<file path="config.mk">
export PLATFORM = sky130hd
export DESIGN_NAME = cpu_prog_loader
export DESIGN_NICKNAME = d
export VERILOG_FILES = /design/src/rtl/cpu_pkg.sv /design/src/rtl/cpu_prog_loader.sv
export SDC_FILE = /design/constraint.sdc
export NUM_CORES = 1
export LEC_CHECK = 0
export CAP_MARGIN = 20
export CORE_MARGIN = 2
export CORE_UTILIZATION = 51
export CTS_CLUSTER_SIZE = 28
export DETAILED_ROUTE_END_ITERATION = 10
export GPL_ROUTABILITY_DRIVEN = 0
export PLACE_DENSITY = 0.78
export SKIP_LAST_GASP = 1
export SLEW_MARGIN = 20
export SYNTH_ARGS = -nofsm -noshare
export SYNTH_HDL_FRONTEND = slang
export SYNTH_SLANG_ARGS = --single-unit
</file>
<file path="constraint.sdc">
create_clock -name clk -period 1.6 [get_ports clk]
set_input_delay 0.32 -clock clk [delete_from_list [all_inputs] [get_ports clk]]
set_output_delay 0.32 -clock clk [all_outputs]
set_load 0.01 [all_outputs]
</file>
<file path="src/rtl/cpu_pkg.sv">
// Shared definitions for the 4-bit accumulator CPU and its program loader.
package cpu_pkg;

    typedef enum logic [3:0] {
        OP_LOAD = 4'b0001,
        OP_ADD  = 4'b0010,
        OP_SUB  = 4'b0011,
        OP_AND  = 4'b0100,
        OP_OR   = 4'b0101,
        OP_XNOR = 4'b0111
    } opcode_e;

    localparam logic [3:0] CMD_WR_IMEM = 4'h1;
    localparam logic [3:0] CMD_WR_DMEM = 4'h2;
    localparam logic [3:0] CMD_RUN     = 4'hF;

    typedef enum logic [1:0] {
        ST_IDLE = 2'd0,
        ST_CNT  = 2'd1,
        ST_DATA = 2'd2,
        ST_LAST = 2'd3
    } ld_state_e;

    function automatic logic is_wr_cmd(input logic [3:0] cmd);
        return (cmd == CMD_WR_IMEM) || (cmd == CMD_WR_DMEM);
    endfunction

endpackage

</file>
<file path="src/rtl/cpu_prog_loader.sv">
// Byte-stream loader: parses HDR/CNT/DATA packets into instruction/data memory
// writes and controls the CPU reset hold.
module cpu_prog_loader
    import cpu_pkg::*;
#(
    parameter int DATA_W = 4,
    parameter int ADDR_W = 4
) (
    input  logic              clk,
    input  logic              reset,
    input  logic [7:0]        in_data,
    input  logic              in_valid,
    output logic              in_ready,
    output logic              imem_we,
    output logic              dmem_we,
    output logic [ADDR_W-1:0] mem_addr,
    output logic [DATA_W-1:0] mem_wdata,
    output logic              cpu_hold,
    output logic              busy,
    output logic              err
);

    ld_state_e         state_q, state_d;
    logic [ADDR_W-1:0] addr_q, addr_d;
    logic [4:0]        rem_q, rem_d;
    logic              tgt_dmem_q, tgt_dmem_d;
    logic              hold_q, hold_d;
    logic              err_q, err_d;
    logic              imem_we_q, imem_we_d;
    logic              dmem_we_q, dmem_we_d;
    logic [ADDR_W-1:0] mem_addr_q, mem_addr_d;
    logic [DATA_W-1:0] mem_wdata_q, mem_wdata_d;
    logic              in_ready_q, in_ready_d;
    logic              busy_q, busy_d;

    logic              xfer_s;
    logic [3:0]        cmd_s;
    logic [4:0]        cnt_s;
    logic              cnt_ok_s;

    assign xfer_s   = in_valid & in_ready_q;
    assign cmd_s    = in_data[7:4];
    assign cnt_s    = in_data[4:0];
    assign cnt_ok_s = (cnt_s != 5'd0) && (cnt_s <= 5'd16);

    // State register
    always_ff @(posedge clk or negedge reset) begin
        if (!reset) begin
            state_q <= ST_IDLE;
        end else begin
            state_q <= state_d;
        end
    end

    // Next-state logic
    always_comb begin
        state_d = state_q;
        case (state_q)
            ST_IDLE: begin
                if (xfer_s && is_wr_cmd(cmd_s)) state_d = ST_CNT;
                else                            state_d = ST_IDLE;
            end
            ST_CNT: begin
                if (xfer_s) state_d = cnt_ok_s ? ST_DATA : ST_IDLE;
                else        state_d = ST_CNT;
            end
            ST_DATA: begin
                if (xfer_s && (rem_q == 5'd1)) state_d = ST_LAST;
                else                           state_d = ST_DATA;
            end
            ST_LAST: state_d = ST_IDLE;
            default: state_d = ST_IDLE;
        endcase
    end

    // Datapath and output next values; in_ready/busy follow the upcoming state
    always_comb begin
        addr_d      = addr_q;
        rem_d       = rem_q;
        tgt_dmem_d  = tgt_dmem_q;
        hold_d      = hold_q;
        err_d       = err_q;
        imem_we_d   = 1'b0;
        dmem_we_d   = 1'b0;
        mem_addr_d  = mem_addr_q;
        mem_wdata_d = mem_wdata_q;
        in_ready_d  = (state_d != ST_LAST);
        busy_d      = (state_d != ST_IDLE);
        case (state_q)
            ST_IDLE: begin
                if (xfer_s) begin
                    if (is_wr_cmd(cmd_s)) begin
                        tgt_dmem_d = (cmd_s == CMD_WR_DMEM);
                        addr_d     = in_data[ADDR_W-1:0];
                        hold_d     = 1'b1;
                    end else if (cmd_s == CMD_RUN) begin
                        hold_d = 1'b0;
                    end else begin
                        err_d = 1'b1;
                    end
                end else begin
                    hold_d = hold_q;
                end
            end
            ST_CNT: begin
                if (xfer_s && !cnt_ok_s) begin
                    err_d = 1'b1;
                end else if (xfer_s) begin
                    rem_d = cnt_s;
                end else begin
                    rem_d = rem_q;
                end
            end
            ST_DATA: begin
                if (xfer_s) begin
                    imem_we_d   = ~tgt_dmem_q;
                    dmem_we_d   = tgt_dmem_q;
                    mem_addr_d  = addr_q;
                    mem_wdata_d = in_data[DATA_W-1:0];
                    addr_d      = addr_q + ADDR_W'(1);
                    rem_d       = rem_q - 5'd1;
                end else begin
                    addr_d = addr_q;
                end
            end
            default: begin
                addr_d = addr_q;
            end
        endcase
    end

    // Datapath and registered outputs
    always_ff @(posedge clk or negedge reset) begin
        if (!reset) begin
            addr_q      <= '0;
            rem_q       <= 5'd0;
            tgt_dmem_q  <= 1'b0;
            hold_q      <= 1'b1;
            err_q       <= 1'b0;
            imem_we_q   <= 1'b0;
            dmem_we_q   <= 1'b0;
            mem_addr_q  <= '0;
            mem_wdata_q <= '0;
            in_ready_q  <= 1'b0;
            busy_q      <= 1'b0;
        end else begin
            addr_q      <= addr_d;
            rem_q       <= rem_d;
            tgt_dmem_q  <= tgt_dmem_d;
            hold_q      <= hold_d;
            err_q       <= err_d;
            imem_we_q   <= imem_we_d;
            dmem_we_q   <= dmem_we_d;
            mem_addr_q  <= mem_addr_d;
            mem_wdata_q <= mem_wdata_d;
            in_ready_q  <= in_ready_d;
            busy_q      <= busy_d;
        end
    end

    assign in_ready  = in_ready_q;
    assign imem_we   = imem_we_q;
    assign dmem_we   = dmem_we_q;
    assign mem_addr  = mem_addr_q;
    assign mem_wdata = mem_wdata_q;
    assign cpu_hold  = hold_q;
    assign busy      = busy_q;
    assign err       = err_q;

endmodule

</file>
==> impl_results.md, run 1 <==
- Run status: complete, no violations
- Max FO, Critical Path: 3
- Worst Setup SP: in_data[2]
- Startpoint Class: input pin
- Footprint of the multi-input gates: 693 um^2
- Mapped Area: 1380 um^2
- Placed Instances: 218
- PwrDens: 1370 nW/um^2
- Vias in the first global route: 1,327
- TritonCTS clock tree: yes
- Peak Freq: 0.629 GHz
- Final #Nets: 209
- DP Area: 1790 um^2
- Total track usage: 23.2%
- Chip Height: 56.0 um
- CP required: 1.82 ns
- Worst min path class: input pin to asynchronous set/reset pin
- Xor/xnor share of the synthesized area: 1.27%
- Post-synth EDFFs: 0
- Initial Util: 54.7%
- # rows: 18
- YS warnings: 0
- Syn nets: 162
- First-pass GRT wire length: 5.78 mm
- Largest family of logic cells by synthesized area: simple AND/OR/NAND/NOR gates
- Post-DP HPWL: 2.62 mm
- Most frequent cell after synthesis: nand2_1
- Wire per inst: 15.1 um
- Worst Path Arrival: 1.81 ns
- Mux contribution to synthesized area: 3.36%
- Worst-skew pair later-pin latency: 0.32 ns
- Clk sinks: 26
- Count of input and output buffers: 24
- Yosys top cell area share: 45.4%
- DR vias/cell: 5.86
- Die area: 3140 um^2
- N_diodes: 0
- Worst-margin pin slew: 0.383 ns
- Simple-Gate Fraction of Synth Area: 24.6%
- Fin crit share: 99.4%
- Compound-Gate Fraction of Synth Area: 17.2%
- Slew Limit Fails: 0
- Worst setup EP type: register
- # setup viols final: 0
- Final Hold Viols: 0
- Syn avg cell area: 9.32 um^2
- Fill cell count: 191
- Initial antenna violation count: 0
- Die width: 56.0 um
- CTS clk-pin slew, worst paths: 0.13 ns
- Synth-to-layout area growth: 34.1%
- FF+latch area: 652 um^2
- Synth Instances: 148
- Relative max-transition margin: 74.4%
- DRT Pass-1 Iters: 4
- Async set-reset flop share out of synthesis: 100%
- Clk_skew: 0.00400 ns
- DRC viols: 0
- Tot Pwr: 2.53 mW
- WS Path Type: input pin to register
- Io pins: 25
- Max-cap violations: 0
- Htree depth: 1
- Clk buf depth: 2
- Adder-cell share of the synthesized area: 2.72%
- Post-route non-filler standard cell count: 224
- Core Area: 2520 um^2
- Gr ovfl total: 0
- Leakage: 0.870 nW
- Routed WL: 3.39 mm
- Worst VDD drop: 932 uV
- Inserted Clock Buffers: 3
- Share of cells above drive strength 1: 19.1%
- Seq/Total Area, Yosys: 47.3%
- Vias: 1,313
- Post-layout util: 73.3%
- Netlist cell types: 45
- Design Area, Final: 1850 um^2
- Min Hold Slack: 0.366 ns
- Worst r2r src: state_q[0]
- Iter 0 DRT Violations: 50
- Synth area leaders: dfrtp_1, nand2_1, ha_1
- Synth Flop Type: dfrtp_1
- #FFs+latches synth: 26
- Synth top cells by count: nand2_1, dfrtp_1, nor2_1
- Final Critical Period: 1.59 ns
- Clk root buf: clkbuf_4
- Post-synth top area cell: dfrtp_1
- Routed Antenna Nets: 0
- Pin count of the biggest net entering global routing: 27
==> final timing paths <==
check                              endpoint  depth (start not counted)  slack, ns
worst max-delay path               rem_q[3]                          5       0.01
worst max register to register     rem_q[3]                          4       0.06
max in group asynchronous          cpu_hold                          2       0.93
worst min register to register  mem_addr[3]                          2       0.48
min in group clk                mem_addr[3]                          2       0.48
worst min-delay path            mem_addr[3]                          2       0.37
==> placed cells by master, fill, tap and decap left out, types with 5 or more instances in the layout <==
cell and instances:
nand3_1 7, nand2_1 31, inv_1 5, buf_4 24
clkdlybuf4s50_1 16, o21ai_0 6, dfrtp_1 25, nor2_1 9
a21oi_1 6, a31oi_1 5, dlygate4sd2_1 5
==> registers in the layout (all words and copies together) (netlist names), 2 cells and up <==
name,cells
mem_wdata,4
addr_q,4
mem_addr,4
state_q,2
rem_q,5
==> worst max-delay path: stages <==
cell	delay [ns]
clkdlybuf4s50_1	0.46
nor4_4	0.22
mux2_4	0.35
o22a_1	0.21
o221a_1	0.24
==> metal layers <==
layer	part of all wire (%)	vias up	global-route usage (%)
met5	0	-	0
met4	3.1	0	10.5
met3	6.4	14	3.49
met2	51	59	41.0
met1	39	617	27.4
li1	-	623	-
==> kinds of logic (layout without fill, tap and decap cells) <==
| kind of cell | count (synthesis) | after routing |
|---|---|---|
| buffers and inverters | 11 | 57 |
| xor gates and xnor gates | 2 | 2 |
| and+or+nand+nor | 67 | 67 |
| adders and majority gates | 3 | 3 |
| muxes | 4 | 4 |
| DFF | 26 | 26 |
| AOI/OAI and AO/OA | 35 | 35 |
==> stage by stage <==
stage	setup WS, ns	TNS, ns
after floorplan	0.0490	0
after global placement	-0.377	-3.82
after detailed placement	-0.453	-4.50
after CTS	0.0292	0
after global routing	-0.0144	-0.0144
final	0.00977	0
==> power by group <==
group / switching, mW / internal (mW) / total (mW)
Clock: 0.186 / 0.0976 / 0.284
Combinational: 0.554 / 0.585 / 1.14
Sequential: 0.206 / 0.901 / 1.11
Total: 0.947 / 1.58 / 2.53
==> timing repair <==
action / 4_1_cts / 5_1_grt
setup buffers: 1 / 1
hold buffers: 0 / 0
gates resized for setup: 8 / 4
setup endpoints to repair: 8 / 5
pin swaps: 1 / 0
==> layout make-up <==
cell class	instances	area share (%)
Timing Repair Buffer	48	22.8
Clock buffer	4	1.42
Multi-Input combinational cell	111	37.5
Tap cell	30	2.03
Inverter	5	1.01
Sequential cell	26	35.3
Note: power is estimated with default switching activity, not from simulation.
==> run 2, diff against run 1 <==
--- a/config.mk
+++ b/config.mk
@@ -12,7 +12,6 @@
 export DETAILED_ROUTE_END_ITERATION = 10
 export GPL_ROUTABILITY_DRIVEN = 0
 export PLACE_DENSITY = 0.78
-export SKIP_LAST_GASP = 1
 export SLEW_MARGIN = 20
 export SYNTH_ARGS = -nofsm -noshare
 export SYNTH_HDL_FRONTEND = slang
==> constraint.sdc (replaced) <==
create_clock -name clk -period 1.6 [get_ports clk]
set_input_delay 0.32 -clock clk [delete_from_list [all_inputs] [get_ports clk]]
set_output_delay 0.32 -clock clk [all_outputs]
set_load 0.005 [all_outputs]
==> run 2 against run 1 <==
Sequential share of layout area increased by 0.14 points. Critical path depth is the same. Clock power about the same. Power fell by 1.7%. Wire length about the same. Fmax rose by 0.80%. First-iteration DRC count shrank 6.0%. Largest cell class unchanged. Count of clock-buffer cells in the layout unchanged. Highest routed layer unchanged.
==> impl_results.md, run 2 (synthesis gave the netlist of run 1 again) <==
- Clk_skew: 0.00601 ns (was 0.00400 ns)
- Htree depth: 1 (unchanged)
- Dpl ws: -0.453 ns (unchanged)
- Core Area: 2520 um^2 (unchanged)
- Max-cap violations: 0 (unchanged)
- Clk root buf: clkbuf_4 (unchanged)
- Relative max-transition margin: 74.6% (was 74.4%)
- CTS clk-pin slew, worst paths: 0.14 ns (was 0.13 ns)
- Initial Util: 54.7% (unchanged)
- Routed WL: 3.38 mm (was 3.39 mm)
- Synth-to-layout area growth: 33.6% (was 34.1%)
- First-pass GRT wire length: 5.80 mm (was 5.78 mm)
- Clk sinks: 26 (unchanged)
- PwrDens: 1350 nW/um^2 (was 1370 nW/um^2)
- Post-route non-filler standard cell count: 224 (unchanged)
- Iter 0 DRT Violations: 47 (was 50)
- Post-DP HPWL: 2.62 mm (unchanged)
- Gr ovfl total: 0 (unchanged)
- Peak Freq: 0.634 GHz (was 0.629 GHz)
- Worst-skew pair later-pin latency: 0.32 ns (about the same)
- Vias in the first global route: 1,333 (was 1,327)
- CP required: 1.82 ns (about the same)
- Routed Antenna Nets: 0 (unchanged)
- Final #Nets: 209 (unchanged)
- Vias: 1,328 (was 1,313)
- # setup viols final: 0 (unchanged)
- Die width: 56.0 um (unchanged)
- Io pins: 25 (unchanged)
- Pin count of the biggest net entering global routing: 27 (unchanged)
- Wire per inst: 15.1 um (about the same)
- DRT Pass-1 Iters: 4 (unchanged)
- Commonest cells after routing, fill and taps aside: nand2_1, dfrtp_1, buf_4 (unchanged)
- DR vias/cell: 5.93 (was 5.86)
- Tot Pwr: 2.49 mW (was 2.53 mW)
- Fin crit share: 98.6% (was 99.4%)
- RSZ-0062 raised after global routing: false
- Slew Limit Fails: 0 (unchanged)
- Die area: 3140 um^2 (unchanged)
- Startpoint Class: input pin (unchanged)
- Max FO, Critical Path: 3 (unchanged)
- Worst Slack Setup Final: 0.0223 ns (was 0.00977 ns)
- Chip Height: 56.0 um (unchanged)
- TritonCTS clock tree: yes (unchanged)
- Worst setup EP type: register (unchanged)
- Count of input and output buffers: 24 (unchanged)
- Leakage: 0.834 nW (was 0.870 nW)
- WS Path Type: input pin to register (unchanged)
- Worst Path Arrival: 1.80 ns (was 1.81 ns)
- Initial antenna violation count: 0 (unchanged)
- Placed Instances: 218 (unchanged)
- Worst VDD drop: 900 uV (was 932 uV)
- Max reg flops: 5 (unchanged)
- Share of cells above drive strength 1: 19.1% (unchanged)
- Worst-margin pin slew: 0.381 ns (was 0.383 ns)
- N_diodes: 0 (unchanged)
- Worst min path class: input pin to asynchronous set/reset pin (unchanged)
- Total track usage: 23.3% (was 23.2%)
- Run status: complete, no violations (unchanged)
- Inserted Clock Buffers: 3 (unchanged)
- Largest Register: rem_q (unchanged)
- DRC viols: 0 (unchanged)
- Clk buf depth: 2 (unchanged)
- Setup_tns: 0 ns (unchanged)
- # rows: 18 (unchanged)
- Final Critical Period: 1.58 ns (was 1.59 ns)
- Final Hold Viols: 0 (unchanged)
- Hold_buf cts: 0 (unchanged)
- Commonest non-fill, non-tap cell in the layout: nand2_1 (unchanged)
run 2: cell count changes in the layout (fill, tap and decap cells not counted):
cell	change
clkdlybuf4s50_1	+3
dlymetal6s2s_1	-3
run 2: final timing paths:
| kind | endpoint | cells past startpoint | slack, ns | start |
|---|---|---|---|---|
| max in group asynchronous | cpu_hold | 2 | 0.93 | reset |
| hold / removal | mem_addr[3] | 2 | 0.36 | reset |
| setup / recovery | rem_q[3] | 5 | 0.02 | in_data[2] |
| min in group clk | mem_addr[3] | 2 | 0.49 | mem_addr[3] |
| hold reg to reg | mem_addr[3] | 2 | 0.49 | mem_addr[3] |
| setup reg to reg | rem_q[3] | 4 | 0.08 | state_q[0] |
run 2: where the power goes:
part	switching, mW	total, mW	leakage (nW)	internal (mW)
Sequential	0.203	1.10	0.311	0.901
Clock	0.187	0.285	0.0150	0.0975
Combinational	0.512	1.10	0.508	0.588
run 2: metal layers:
layer	wire length, um	up-vias	GRT usage (%)
met5	0	-	0
met4	112	0	10.5
met3	204	16	3.49
met2	1740	54	41.3
met1	1320	635	27.4
li1	-	623	-
run 2: layout make-up:
cell class              count  area [um^2]
repair buffers             48          414
flip-flops and latches     26          652
fillers                   194          681
inverters                   5         18.8
clock buffers               4         26.3
well taps                  30         37.5
multi-input cells         111          693
run 2: critical path, cell delays in order:
cell	delay, ns
clkdlybuf4s50_1	0.46
nor4_4	0.22
mux2_4	0.35
o22a_1	0.20
o221a_1	0.24
run 2: metrics by stage:
stage               area, um^2  hold WS (ns)  utilization, %
global route              1840         0.388            73.0
detailed placement        1790         0.464            71.0
floorplan                 1380        0.0244               -
global placement          1790         0.456            71.0
finish                    1840         0.361            73.0
CTS                       1840         0.366            73.0
run 2: repair_timing:
item                                    CTS  global route
pin swaps                                 1             0
gates resized for setup                   8             1
endpoints found under the setup margin    8             1
buffers inserted                          2             0
==> run 3, diff against run 2 <==
--- a/config.mk
+++ b/config.mk
@@ -8,6 +8,7 @@
 export CAP_MARGIN = 20
 export CORE_MARGIN = 2
 export CORE_UTILIZATION = 51
+export CTS_CLUSTER_DIAMETER = 100
 export CTS_CLUSTER_SIZE = 28
 export DETAILED_ROUTE_END_ITERATION = 10
 export GPL_ROUTABILITY_DRIVEN = 0
==> results of run 3 <==
Same layout as run 2: the final DEF is identical, and so are final timing and power.
